==> src/rtl/mips_ctrl_pkg.sv <==
// Shared definitions for the multi-cycle MIPS control sequencer.
//   - state_e      : FSM state encoding (visible on state_o for debug)
//   - OP_*         : primary opcodes (instruction[31:26]) that are supported
//   - ALU_*        : alu_op encodings
//   - SRCB_*       : alu_src_b mux encodings
//   - PCSRC_*      : pc_source mux encodings
//   - is_wait_state: states that wait on the memory ready handshake
package mips_ctrl_pkg;

  typedef enum logic [3:0] {
    S_FETCH     = 4'd0,
    S_DECODE    = 4'd1,
    S_MEM_ADDR  = 4'd2,
    S_MEM_RD    = 4'd3,
    S_MEM_WB    = 4'd4,
    S_MEM_WR    = 4'd5,
    S_R_EXEC    = 4'd6,
    S_R_WB      = 4'd7,
    S_BRANCH    = 4'd8,
    S_JUMP      = 4'd9,
    S_ADDI_EXEC = 4'd10,
    S_ADDI_WB   = 4'd11,
    S_FAULT     = 4'd15
  } state_e;

  localparam logic [5:0] OP_RTYPE = 6'h00;
  localparam logic [5:0] OP_LW    = 6'h23;
  localparam logic [5:0] OP_SW    = 6'h2B;
  localparam logic [5:0] OP_BEQ   = 6'h04;
  localparam logic [5:0] OP_J     = 6'h02;
  localparam logic [5:0] OP_ADDI  = 6'h08;

  localparam logic [1:0] ALU_ADD   = 2'b00;
  localparam logic [1:0] ALU_SUB   = 2'b01;
  localparam logic [1:0] ALU_FUNCT = 2'b10;

  localparam logic [1:0] SRCB_B       = 2'b00;
  localparam logic [1:0] SRCB_FOUR    = 2'b01;
  localparam logic [1:0] SRCB_IMM     = 2'b10;
  localparam logic [1:0] SRCB_IMM_SH2 = 2'b11;

  localparam logic [1:0] PCSRC_ALU    = 2'b00;
  localparam logic [1:0] PCSRC_ALUOUT = 2'b01;
  localparam logic [1:0] PCSRC_JUMP   = 2'b10;

  function automatic logic is_wait_state(state_e s);
    return (s == S_FETCH) || (s == S_MEM_RD) || (s == S_MEM_WR);
  endfunction

endpackage

==> src/rtl/mem_wait_timer.sv <==
// Counts consecutive cycles that memory has not answered while the sequencer
// sits in a memory-wait state, and flags a timeout on the cycle where the
// count has reached MAX_WAIT and memory is still not ready.
//   clk, rst     : clock, synchronous active-high reset
//   active_i     : sequencer is in a state that waits on mem_ready
//   mem_ready_i  : memory handshake
//   timeout_o    : combinational; next state must be the fault state
module mem_wait_timer #(
  parameter int MAX_WAIT = 15
) (
  input  logic clk,
  input  logic rst,
  input  logic active_i,
  input  logic mem_ready_i,
  output logic timeout_o
);

  localparam int CW = (MAX_WAIT < 1) ? 1 : $clog2(MAX_WAIT + 1);

  logic [CW-1:0] cnt_q, cnt_d;

  // The count only survives while staying in the same wait state with
  // mem_ready low; every exit (ready, timeout, or leaving the wait state)
  // goes through the clear, which covers the clear-on-state-change rule.
  assign timeout_o = active_i && !mem_ready_i && (cnt_q == CW'(MAX_WAIT));

  always_comb begin
    cnt_d = '0;
    if (active_i && !mem_ready_i && !timeout_o) begin
      cnt_d = cnt_q + CW'(1);
    end
  end

  always_ff @(posedge clk) begin
    if (rst) cnt_q <= '0;
    else     cnt_q <= cnt_d;
  end

endmodule

==> src/rtl/multicycle_control.sv <==
// Multi-cycle MIPS control sequencer. Steps each instruction through
// fetch / decode / execute / memory / write-back and drives the datapath
// strobes and mux selects.
// Handshake: in FETCH, MEM_RD and MEM_WR the current request is held until a
// cycle with mem_ready=1, which completes it and lets the FSM advance;
// mem_ready is ignored in every other state.
//   clk, rst          : clock, synchronous active-high reset
//   opcode            : instruction[31:26] from the IR
//   mem_ready         : memory completed the current access this cycle
//   pc_write .. pc_source : datapath strobes and selects
//   state_o           : current state (debug)
//   illegal_op        : one-cycle pulse in DECODE for unsupported opcodes
//   mem_fault         : sticky memory-timeout flag
//   instr_count       : retired instruction counter (wraps)
module multicycle_control
  import mips_ctrl_pkg::*;
#(
  parameter int MAX_WAIT = 15,
  parameter int CNT_W    = 32
) (
  input  logic             clk,
  input  logic             rst,
  input  logic [5:0]       opcode,
  input  logic             mem_ready,
  output logic             pc_write,
  output logic             pc_write_cond,
  output logic             i_or_d,
  output logic             mem_read,
  output logic             mem_write,
  output logic             ir_write,
  output logic             mem_to_reg,
  output logic             reg_dst,
  output logic             reg_write,
  output logic             alu_src_a,
  output logic [1:0]       alu_src_b,
  output logic [1:0]       alu_op,
  output logic [1:0]       pc_source,
  output logic [3:0]       state_o,
  output logic             illegal_op,
  output logic             mem_fault,
  output logic [CNT_W-1:0] instr_count
);

  state_e           state_q, state_d;
  logic             timeout;
  logic             retire;
  logic             mem_fault_q;
  logic [CNT_W-1:0] instr_cnt_q;

  mem_wait_timer #(.MAX_WAIT(MAX_WAIT)) u_wait (
    .clk        (clk),
    .rst        (rst),
    .active_i   (is_wait_state(state_q)),
    .mem_ready_i(mem_ready),
    .timeout_o  (timeout)
  );

  // State register plus the status registers that update with it.
  always_ff @(posedge clk) begin
    if (rst) begin
      state_q     <= S_FETCH;
      mem_fault_q <= 1'b0;
      instr_cnt_q <= '0;
    end else begin
      state_q <= state_d;
      if (timeout) mem_fault_q <= 1'b1;
      if (retire)  instr_cnt_q <= instr_cnt_q + CNT_W'(1);
    end
  end

  // Next-state logic.
  always_comb begin
    state_d = state_q;
    case (state_q)
      S_FETCH: begin
        if (timeout)        state_d = S_FAULT;
        else if (mem_ready) state_d = S_DECODE;
      end
      S_DECODE: begin
        case (opcode)
          OP_LW, OP_SW: state_d = S_MEM_ADDR;
          OP_RTYPE:     state_d = S_R_EXEC;
          OP_BEQ:       state_d = S_BRANCH;
          OP_J:         state_d = S_JUMP;
          OP_ADDI:      state_d = S_ADDI_EXEC;
          default:      state_d = S_FETCH;
        endcase
      end
      S_MEM_ADDR:  state_d = (opcode == OP_LW) ? S_MEM_RD : S_MEM_WR;
      S_MEM_RD: begin
        if (timeout)        state_d = S_FAULT;
        else if (mem_ready) state_d = S_MEM_WB;
      end
      S_MEM_WB:    state_d = S_FETCH;
      S_MEM_WR: begin
        if (timeout)        state_d = S_FAULT;
        else if (mem_ready) state_d = S_FETCH;
      end
      S_R_EXEC:    state_d = S_R_WB;
      S_R_WB:      state_d = S_FETCH;
      S_BRANCH:    state_d = S_FETCH;
      S_JUMP:      state_d = S_FETCH;
      S_ADDI_EXEC: state_d = S_ADDI_WB;
      S_ADDI_WB:   state_d = S_FETCH;
      S_FAULT:     state_d = S_FAULT;
      default:     state_d = S_FETCH;
    endcase
  end

  // Output decode. Everything is held low during reset so an aborted
  // instruction never issues a strobe in the reset cycle.
  always_comb begin
    pc_write      = 1'b0;
    pc_write_cond = 1'b0;
    i_or_d        = 1'b0;
    mem_read      = 1'b0;
    mem_write     = 1'b0;
    ir_write      = 1'b0;
    mem_to_reg    = 1'b0;
    reg_dst       = 1'b0;
    reg_write     = 1'b0;
    alu_src_a     = 1'b0;
    alu_src_b     = SRCB_B;
    alu_op        = ALU_ADD;
    pc_source     = PCSRC_ALU;
    illegal_op    = 1'b0;
    retire        = 1'b0;
    if (!rst) begin
      case (state_q)
        S_FETCH: begin
          mem_read  = 1'b1;
          alu_src_b = SRCB_FOUR;
          // Mealy: load IR and advance PC only on the completing cycle.
          ir_write  = mem_ready;
          pc_write  = mem_ready;
        end
        S_DECODE: begin
          alu_src_b = SRCB_IMM_SH2;
          case (opcode)
            OP_LW, OP_SW, OP_RTYPE, OP_BEQ, OP_J, OP_ADDI: illegal_op = 1'b0;
            default:                                       illegal_op = 1'b1;
          endcase
        end
        S_MEM_ADDR: begin
          alu_src_a = 1'b1;
          alu_src_b = SRCB_IMM;
        end
        S_MEM_RD: begin
          mem_read = 1'b1;
          i_or_d   = 1'b1;
        end
        S_MEM_WB: begin
          reg_write  = 1'b1;
          mem_to_reg = 1'b1;
          retire     = 1'b1;
        end
        S_MEM_WR: begin
          mem_write = 1'b1;
          i_or_d    = 1'b1;
          retire    = mem_ready;
        end
        S_R_EXEC: begin
          alu_src_a = 1'b1;
          alu_op    = ALU_FUNCT;
        end
        S_R_WB: begin
          reg_write = 1'b1;
          reg_dst   = 1'b1;
          retire    = 1'b1;
        end
        S_BRANCH: begin
          alu_src_a     = 1'b1;
          alu_op        = ALU_SUB;
          pc_write_cond = 1'b1;
          pc_source     = PCSRC_ALUOUT;
          retire        = 1'b1;
        end
        S_JUMP: begin
          pc_write  = 1'b1;
          pc_source = PCSRC_JUMP;
          retire    = 1'b1;
        end
        S_ADDI_EXEC: begin
          alu_src_a = 1'b1;
          alu_src_b = SRCB_IMM;
        end
        S_ADDI_WB: begin
          reg_write = 1'b1;
          retire    = 1'b1;
        end
        default: ;
      endcase
    end
  end

  assign state_o     = state_q;
  assign mem_fault   = mem_fault_q;
  assign instr_count = instr_cnt_q;

endmodule

==> config.mk <==
export PLATFORM = sky130hd
export DESIGN_NAME = multicycle_control
export DESIGN_NICKNAME = d
export VERILOG_FILES = /design/src/rtl/mips_ctrl_pkg.sv /design/src/rtl/mem_wait_timer.sv /design/src/rtl/multicycle_control.sv
export SDC_FILE = /design/constraint.sdc
export NUM_CORES = 1
export LEC_CHECK = 0
export BUFFER_PORTS_ARGS = -buffer_cell sky130_fd_sc_hd__buf_2
export CAP_MARGIN = 40
export CELL_PAD_IN_SITES_DETAIL_PLACEMENT = 1
export CELL_PAD_IN_SITES_GLOBAL_PLACEMENT = 2
export CORE_UTILIZATION = 29
export DETAILED_ROUTE_END_ITERATION = 7
export PLACE_DENSITY_LB_ADDON = 0.2
export SETUP_SLACK_MARGIN = 0.15
export SLEW_MARGIN = 30
export SYNTH_ARGS = -nofsm -noshare
export SYNTH_HDL_FRONTEND = slang
export SYNTH_SLANG_ARGS = --single-unit
==> constraint.sdc <==
create_clock -name clk -period 2.53 [get_ports clk]
set_clock_uncertainty 0.15 [all_clocks]
set_input_delay 0.506 -clock clk [delete_from_list [all_inputs] [get_ports clk]]
set_output_delay 0.506 -clock clk [all_outputs]
set_load 0.05 [all_outputs]
==> flow_summary_export.csv <==
group,metric,value,unit
yosys,ys_seq_area_frac,0.351,
yosys,ys_ff_latch,41,
sta,rsz0062_at_grt,"true",
critical_path,setup.worst_path.end,"illegal_op",
floorplan,start_util,0.301,
clock_tree,cts_tree,"done",
power_and_ir_drop,power_leakage,1.31,nW
clock_tree,clockRootBuffer,"clkbuf_8",
clock_tree,clk_pin_slew,0.08,ns
clock_tree,ctsLongestPathBuffers,2,
sta,hold_viol_final,0,
layout,utilization,0.411,
detailed_routing,wl_met3,198,um
floorplan,die_area,0.00842,mm2
critical_path,crit_required,1.87,ns
power_and_ir_drop,total_power,1.37,mW
grt,antenna_found_initial,0,
clock_tree,h-tree-depth,2,
yosys,synth_top_family_by_area,"simple AND/OR/NAND/NOR gates",
yosys,synthFlopType,"dfxtp_1",
yosys,synthCells,298,
detailed_routing,wl_per_cell,14.9,um
detailed_routing,dr_wl_met2,3.34,mm
detailed_routing,drtIter0Drc,55,
critical_path,start_kind,"flop",
layout,syn2layout_area_growth,36.6,%
job,drv_cap,0,
hold_path,hp-class,"reg -> reg",
critical_path,reg2reg_slack,0.27,ns
yosys,synth_cell_types,48,
detailed_routing,drtPass1Iterations,4,
critical_path,reg2reg_from,"instr_count[11]$_SDFFE_PP0P_",
sta,fmax,422,MHz
floorplan,fp.dieW,91.8,um
status,status,"completed",
yosys,synth_simple_gate_area_frac,0.369,
clock_tree,post-cts-setup-buffers,0,
yosys,synthArstFlopShare,0,
layout,layout-drive-gt1-share,0.325,
yosys,synth_top_area_frac,0.351,
layout,nNetsFinal,382,
detailed_routing,ant_nets,0,
floorplan,core_area,0.00777,mm2
critical_path,endpoint_kind,"output pin",
yosys,netlist_area,0.00234,mm2
critical_path,critPathMaxFanout,5,
layout,antennaDiodeCount,0,
placement,place_area,0.00297,mm2
grt,grt_pass1_wl,11.9,mm
critical_path,crit_type,"reg -> out",
placement,numPortBuffers,62,
yosys,synthAdderAreaFrac,0.0150,
yosys,netlist_top_cells_area,"dfxtp_1, xor2_1, nor2_1, o21ai_0, or3_1",
clock_tree,hold_buffers,0,
critical_path,worstSetupStartpoint,"state_o[1]$_SDFFE_PP0P_",
grt,grt_pass1_vias,2382,
layout,multi_input_area,0.00158,mm2
grt,grt_max_degree,22,
detailed_routing,dr.max_layer_used,"met4",
yosys,synth_xor_area_frac,0.0787,
sta,max_slew_margin,0.631,
floorplan,rows,32,
clock_tree,cts_buffers,5,
sta,fin_crit_sh,0.936,
yosys,synth_compound_area_frac,0.142,
sta,holdWs,0.306,ns
layout,regArea,835,um2
layout,n_fill_cell,964,
placement,dp_slack,0.156,ns
yosys,ys_warn_count,0,
yosys,syn_nets,309,
detailed_routing,wirelength,7.05,mm
layout,design_area,0.00319,mm2
floorplan,io_pins,63,
detailed_routing,num_vias,2454,
sta,setup-tns-final,0,ns
sta,setup_ws,0.161,ns
yosys,muxShareOfSynthArea,0.00428,
power_and_ir_drop,p_per_area,428,mW/mm2
yosys,synth_edf_count,0,
sta,fin_crit,2.37,ns
clock_tree,cts_sinks,41,
yosys,yosys.area.top_type,"dfxtp_1",
critical_path,cp.arrival,1.71,ns
clock_tree,clock_latency,0.29,ns
detailed_routing,vias_per_cell,5.18,
yosys,syn_avg_cell_area,7.84,um2
power_and_ir_drop,peakVddDrop,0.180,mV
placement,post-place-cells,466,
sta,worstMarginPinSlew,0.553,ns
critical_path,worstRegToRegCells,5,
placement,place_hpwl,5.33,mm
detailed_routing,post-route-drc-count,0,
detailed_routing,wl_met1,3.45,mm
grt,grt.total_usage,0.175,
layout,fin_cells,474,
floorplan,die_y,91.8,um
sta,slew_violations,0,
critical_path,r2r-end,"instr_count[27]$_SDFFE_PP0P_",
sta,setup_viol,0,
grt,grt_overflow,0,
placement,gp_congestion,0.754,
-- registers in the layout, summed over array words and instances (netlist names) --
register	cells
state_o	4
u_wait.cnt_q	4
mem_fault	1
instr_count	32
-- final cells by class --
type / instances / share of cell area
multi-input cells: 235 / 0.495
flip-flops and latches: 41 / 0.261
repair buffers: 83 / 0.162
well taps: 102 / 0.0400
clock buffers: 8 / 0.0349
inverters: 5 / 0.00588
-- cells by family after synthesis --
family	Yosys count
buffers and inverters	22
XOR/XNOR	21
AO/OA/AOI/OAI	57
multiplexers	1
flip-flops	41
adder cells (fa/ha/maj)	3
AND/OR/NAND/NOR	153
-- cell usage after synthesis (all sizes together) (2+ instances only) --
library cell  instances
nor3                 14
a31oi                 2
buf                   5
xnor2                 5
ha                    2
nor2b                 4
a22o                  2
and4                  2
nand3                14
nand2                21
nand3b                2
dfxtp                41
a21oi                20
or2                   2
nand4b                2
nand2b                2
or3                  17
or4                   2
xor2                 16
o21ai                23
nand4                16
o31ai                 3
and2                  5
nor4                  7
inv                   5
nor3b                 4
nor2                 31
clkbuf               12
and3                  6
-- power by group --
| group | switching (mW) | internal [mW] |
|---|---|---|
| Clock | 0.233 | 0.282 |
| Combinational | 0.125 | 0.0664 |
| Sequential | 0.0115 | 0.648 |
| Total | 0.369 | 0.997 |
-- critical path, stage by stage (launching register included) --
cell and delay, ns:
dfxtp_4 0.37, or2_1 0.24, or3_4 0.38, a2111oi_4 0.22, buf_6 0.21
-- what timing repair did --
item	in CTS	in global routing
endpoints found under the setup margin	14	21
resized for setup	13	19
pin swaps	0	5
-- metal layers --
metal  vias up  GRT usage
li1       1240          -
met1      1171      0.233
met2        38      0.294
met3         5     0.0299
met4         0     0.0430
met5         -          0
-- placed cells by master (no fill, tap or decap), drive strengths merged, types with 2 or more instances in the layout --
cell type	netlist	final
o21ai	23	23
nand2	21	21
nand4	16	16
ha	2	2
nand4b	2	2
o31ai	3	3
nor4	7	7
or4	2	2
nand3	14	14
dfxtp	41	41
or3	17	17
a22o	2	2
nor3	14	14
nor3b	4	4
nor2	31	31
xor2	16	16
and4	2	2
and3	6	6
nor2b	4	4
nand3b	2	2
and2	5	5
a31oi	2	2
buf	5	82
a21oi	20	20
or2	2	2
xnor2	5	5
clkbuf	12	9
nand2b	2	2
inv	5	5
-- worst min-delay path by stage --
stage	startpoint	end	slack, ns	cells past startpoint
2_1_floorplan	u_wait.cnt_q[0]$_SDFF_PP0_	u_wait.cnt_q[0]$_SDFF_PP0_	0.27	1
3_3_place_gp	u_wait.cnt_q[0]$_SDFF_PP0_	u_wait.cnt_q[0]$_SDFF_PP0_	0.28	1
3_5_place_dp	u_wait.cnt_q[0]$_SDFF_PP0_	u_wait.cnt_q[0]$_SDFF_PP0_	0.30	1
4_1_cts	u_wait.cnt_q[0]$_SDFF_PP0_	u_wait.cnt_q[0]$_SDFF_PP0_	0.31	1
5_1_grt	u_wait.cnt_q[0]$_SDFF_PP0_	u_wait.cnt_q[0]$_SDFF_PP0_	0.33	1
6_report	u_wait.cnt_q[0]$_SDFF_PP0_	u_wait.cnt_q[0]$_SDFF_PP0_	0.31	1
Power figures use the tool's default switching activity.
